File: src/rtl/bcd_pkg.sv
// Shared types and helpers for the BCD/binary conversion blocks.
package bcd_pkg;

   typedef logic [3:0] bcd_digit_t;

   typedef enum logic [1:0] {
      IDLE,
      RUN,
      DONE
   } b2b_state_t;

   function automatic logic is_bcd_digit(bcd_digit_t d);
      return (d <= 4'd9);
   endfunction

endpackage

File: src/rtl/bcd_digit_adj.sv
// One-nibble correction step of reverse double-dabble: subtract 3 from digits >= 8.
module bcd_digit_adj
   import bcd_pkg::*;
(
   input  bcd_digit_t raw,
   input  logic       unused_tie,
   output bcd_digit_t adj
);

   assign adj = (raw >= 4'd8) ? raw - 4'd3 : raw;

endmodule

File: src/rtl/bcd2bin_seq.sv
// Sequential BCD-to-binary converter, one reverse double-dabble iteration per clock.
// Optional digit validity check enabled by defining BCD2BIN_CHECK_EN.
//
// state | meaning
// IDLE  | waiting for start
// RUN   | shift/correct iterations in progress (busy)
// DONE  | one-cycle result strobe; start here chains the next conversion
module bcd2bin_seq
   import bcd_pkg::*;
#(
   parameter int DIGITS = 4,
   parameter int W      = 14
) (
   input  logic                clk,
   input  logic                rst_n,
   input  logic                start,
   input  logic [4*DIGITS-1:0] bcd,
   output logic                busy,
   output logic                done,
   output logic [W-1:0]        bin,
   output logic                err
);

   localparam int BW = 4 * DIGITS;
   localparam int RW = BW + W;
   localparam int CW = $clog2(W);

   if ((2 ** W) <= (10 ** DIGITS - 1)) begin : g_width_check
      $error("bcd2bin_seq: W too small to hold 10**DIGITS-1");
   end

   b2b_state_t    state, state_nxt;
   logic [RW-1:0] sr, sr_shift, sr_adj;
   logic [CW-1:0] count;
   logic          accept, last, bad;

   assign sr_shift       = sr >> 1;
   assign sr_adj[W-1:0]  = sr_shift[W-1:0];

   for (genvar g = 0; g < DIGITS; g++) begin : g_adj
      bcd_digit_adj u_adj (
         .raw        (sr_shift[W+4*g +: 4]),
         .unused_tie (1'b0),
         .adj        (sr_adj[W+4*g +: 4])
      );
   end

`ifdef BCD2BIN_CHECK_EN
   always_comb begin
      bad = 1'b0;
      for (int i = 0; i < DIGITS; i++) begin
         if (!is_bcd_digit(bcd[4*i +: 4])) bad = 1'b1;
      end
   end
`else
   assign bad = 1'b0;
`endif

   always_comb begin
      state_nxt = state;
      accept    = 1'b0;
      last      = 1'b0;
      case (state)
         IDLE: begin
            if (start) begin
               accept    = 1'b1;
               state_nxt = bad ? DONE : RUN;
            end
         end
         RUN: begin
            if (count == CW'(W - 1)) begin
               last      = 1'b1;
               state_nxt = DONE;
            end
         end
         DONE: begin
            if (start) begin
               accept    = 1'b1;
               state_nxt = bad ? DONE : RUN;
            end else begin
               state_nxt = IDLE;
            end
         end
         default: state_nxt = IDLE;
      endcase
   end

   always_ff @(posedge clk or negedge rst_n) begin
      if (!rst_n) state <= IDLE;
      else        state <= state_nxt;
   end

   always_ff @(posedge clk or negedge rst_n) begin
      if (!rst_n) begin
         sr    <= '0;
         count <= '0;
         bin   <= '0;
      end else if (accept) begin
         sr    <= {bcd, {W{1'b0}}};
         count <= '0;
         if (bad) bin <= '0;
      end else if (state == RUN) begin
         sr    <= sr_adj;
         count <= count + CW'(1);
         if (last) bin <= sr_adj[W-1:0];
      end
   end

`ifdef BCD2BIN_CHECK_EN
   always_ff @(posedge clk or negedge rst_n) begin
      if (!rst_n)               err <= 1'b0;
      else if (accept && bad)   err <= 1'b1;
      else if (last)            err <= 1'b0;
   end
`else
   assign err = 1'b0;
`endif

   assign busy = (state == RUN);
   assign done = (state == DONE);

endmodule

File: config.mk
export PLATFORM = sky130hd
export DESIGN_NAME = bcd2bin_seq
export DESIGN_NICKNAME = d
export VERILOG_FILES = /design/src/rtl/bcd_pkg.sv /design/src/rtl/bcd_digit_adj.sv /design/src/rtl/bcd2bin_seq.sv
export SDC_FILE = /design/constraint.sdc
export NUM_CORES = 1
export LEC_CHECK = 0
export ABC_AREA = 1
export CAP_MARGIN = 10
export CORE_MARGIN = 3
export CORE_UTILIZATION = 30
export CTS_BUF_LIST = sky130_fd_sc_hd__clkbuf_2
export DETAILED_ROUTE_END_ITERATION = 7
export HOLD_SLACK_MARGIN = 0.06
export PLACE_DENSITY = 0.6
export RECOVER_POWER = 50
export SLEW_MARGIN = 0
export SYNTH_ARGS = -nofsm -noshare
export SYNTH_HDL_FRONTEND = slang
export SYNTH_HIERARCHICAL = 1
export SYNTH_SLANG_ARGS = --single-unit
File: constraint.sdc
create_clock -name clk -period 2.05 [get_ports clk]
set_input_delay 0.41 -clock clk [delete_from_list [all_inputs] [get_ports clk]]
set_output_delay 0.41 -clock clk [all_outputs]
set_load 0.01 [all_outputs]
==> impl_metrics.py <==
metrics = {
    "run_status": {
        "status": "finished, final reports clean",
    },
    "synth": {
        "synth.largest_area_cell": "dfrtp_1",
        "synth_area_leaders": "dfrtp_1, nand2_1, inv_1",
        "ys_top_cells_by_count": "nand2_1, inv_1, dfrtp_1",
        "yosysMostFrequentCell": "nand2_1",
        "yosys_warnings": 6,
        "syn-cell-area_sq_um": 2600,
        "synth-seq-cells": 49,
        "syn_area_per_cell_sq_um": 7.74,
        "synth_edf_count": 0,
        "seq_area_frac_synth_pct": 47.2,
        "ys_types": 24,
        "ys_async_sr_fraction_pct": 100,
        "syn_inst": 336,
        "synth_top_area_share_pct": 47.2,
        "synth_top_flop_cell": "dfrtp_1",
    },
    "drt": {
        "wl_per_cell_um": 10.9,
        "drc": 0,
        "drtIter0Drc": 48,
        "viasPerCell": 4.31,
        "first_pass_iters": 4,
        "drtAntennaViolNets": 0,
        "drt_wl_total_um": 5260,
        "vias": 2084,
    },
    "global_routing": {
        "grt_pass1_vias": 1966,
        "grt_max_degree": 33,
        "gr-total-overflow": 0,
        "grt_pass1_wl_um": 9050,
        "antenna_found_initial": 0,
        "track_usage_pct": 11.3,
    },
    "cells_and_area": {
        "nNetsFinal": 407,
        "final_util_pct": 37.4,
        "drive_gt1_share_pct": 4.75,
        "diodes": 0,
        "area_delta_synth_final_pct": 19.3,
    },
    "setup_path": {
        "r2r_slack_ns": 0.31,
        "cp-end-kind": "output pin",
        "worstSetupStartpointType": "flop",
        "crit_chain": "clkdlybuf4s50_1",
        "cp_num_cells": 1,
        "max_stage_delay_ns": 0.54,
        "cp.buffers_inverters": 1,
        "r2r_start": "state[0]",
        "reg2reg_to": "sr[29]",
        "required_ns": 1.64,
        "cpLargestDelayFamily": "buffers and inverters",
        "critPathKind": "flop to output pin",
        "r2r_cells": 6,
        "worstPathArrival_ns": 1.39,
        "cp-startpoint": "bin[12]",
        "cpMaxStageDelayCell": "clkdlybuf4s50_1",
        "crit_path_max_fanout": 2,
        "cp-endpoint": "bin[12]",
    },
    "timing": {
        "slew_headroom_pct": 12.5,
        "finalCritPeriodShare_pct": 88.0,
        "final.setup.tns_ns": 0,
        "slew_violations": 0,
        "tightest_slew_ns": 1.31,
        "fmax_ghz": 0.554,
        "hold_viol_final": 0,
        "fin_crit_ns": 1.80,
        "setup_violations": 0,
        "skew_ns": 0.0131,
        "rsz0062_at_grt": "false",
    },
    "clock_network": {
        "cts_made_buffers": 5,
        "clock-sinks": 49,
        "cts_max_path_buffers": 2,
        "cts-root-buf": "clkbuf_2",
        "cts_tree": "yes",
        "clkLatencyLatePin_ns": 0.43,
        "clkSlewWorstSetupHoldPaths_ns": 0.26,
        "h-tree-depth": 2,
    },
    "die": {
        "initial_utilization_pct": 31.3,
        "rows": 33,
        "io_pins": 36,
        "die-area_sq_um": 9820,
        "fp.dieH_um": 99.1,
        "die_w_um": 99.1,
        "design.core.area_sq_um": 8300,
    },
    "pwr": {
        "power_mw": 4.29,
        "leakage_nw": 1.67,
        "peakVddDrop_mv": 0.507,
        "p_per_area_nw_per_um2": 1380,
    },
    "place": {
        "globalplace.congestion": 0.757,
        "portBuffers": 34,
        "hpwl_um": 3650,
    },
    "run": {
        "max-cap-violations": 0,
    },
    "worst_hold_path": {
        "hold_class": "flop to flop",
    },
}
[layout make-up]
type	count	area [sq um]
repair buffers	42	415
multi-input cells	210	1020
clock buffers	5	25.0
flip-flops and latches	49	1230
inverters	70	265
clock inverters	3	21.3
well taps	105	131
fillers	852	5200
[cell families (layout without fill, tap and decap cells)]
| group | count (synthesis) | in the layout | share of synthesized area, % |
|---|---|---|---|
| AND/OR/NAND/NOR | 149 | 149 | 23.5 |
| buffers and inverters | 83 | 120 | 14.2 |
| flip-flops | 49 | 49 | 47.2 |
| AO/OA/AOI/OAI | 39 | 39 | 8.47 |
| adder cells (fa/ha/maj) | 10 | 10 | 4.81 |
| XOR/XNOR | 5 | 5 | 1.68 |
| other | 1 | 7 | 0.144 |
[power by group]
part / switching (mW) / internal, mW / leakage [nW]
Combinational: 1.18 / 0.927 / 1.03
Sequential: 0.363 / 1.41 / 0.612
Clock: 0.323 / 0.0864 / 0.0294
[cell usage in the layout (no fill, tap or decap), drive strengths merged]
cell type,netlist,routed
conb,1,7
dlygate4sd2,0,2
dlygate4sd3,0,1
clkbuf,1,7
a21boi,4,4
clkinvlp,0,1
inv,70,71
nand3,22,22
nand2,123,123
ha,10,10
buf,12,6
o21ai,22,22
nor2,4,4
xnor2,1,1
clkinv,0,1
xor2,4,4
o22ai,12,12
a21oi,1,1
dfrtp,49,49
clkdlybuf4s50,0,31
[registers in the layout, summed over array words and instances, names as in the netlist]
| signal | flops |
|---|---|
| sr | 29 |
| bin | 14 |
| count | 4 |
| state | 2 |
[per-layer routing]
layer / part of all wire, % / global-route usage (%)
met5: 0 / 0
met4: 1.3 / 3.26
met3: 3.1 / 2.24
met2: 46 / 17.4
met1: 49 / 16.1
[how the worst min path moves through the flow]
| stage | startpoint | endpoint | cells past startpoint |
|---|---|---|---|
| detailed placement | rst_n | bin[11] | 1 |
| CTS | rst_n | bin[11] | 2 |
| floorplan | rst_n | bin[0] | 0 |
| global placement | rst_n | bin[11] | 1 |
| finish | sr[1] | bin[0] | 2 |
| global route | sr[1] | bin[0] | 2 |
[stage by stage]
step / setup WS (ns) / cell area, sq um / hold slack (ns) / cells
2_1_floorplan: 0.834 / 2620 / 0.114 / 342
3_3_place_gp: 0.344 / 3060 / 0.417 / 474
3_5_place_dp: 0.316 / 3060 / 0.425 / 474
4_1_cts: 0.199 / 3120 / 0.448 / 484
5_1_grt: 0.125 / 3100 / 0.541 / 484
6_report: 0.246 / 3100 / 0.508 / 484
[worst register-to-register path, stage by stage, from the launching register on]
cell	delay [ns]
dfrtp_1	0.45
nand2_1	0.09
buf_4	0.23
nand2_1	0.42
inv_4	0.35
nand2_1	0.09
nand2_1	0.08
[timing repair]
item | 4_1_cts | 5_1_grt
resized for setup | 2 | 0
setup buffers | 1 | 0
endpoints found under the hold margin | 21 | 0
endpoints found under the setup margin | 2 | 0
hold buffers | 1 | 0
(Power assumes the default switching activity.)
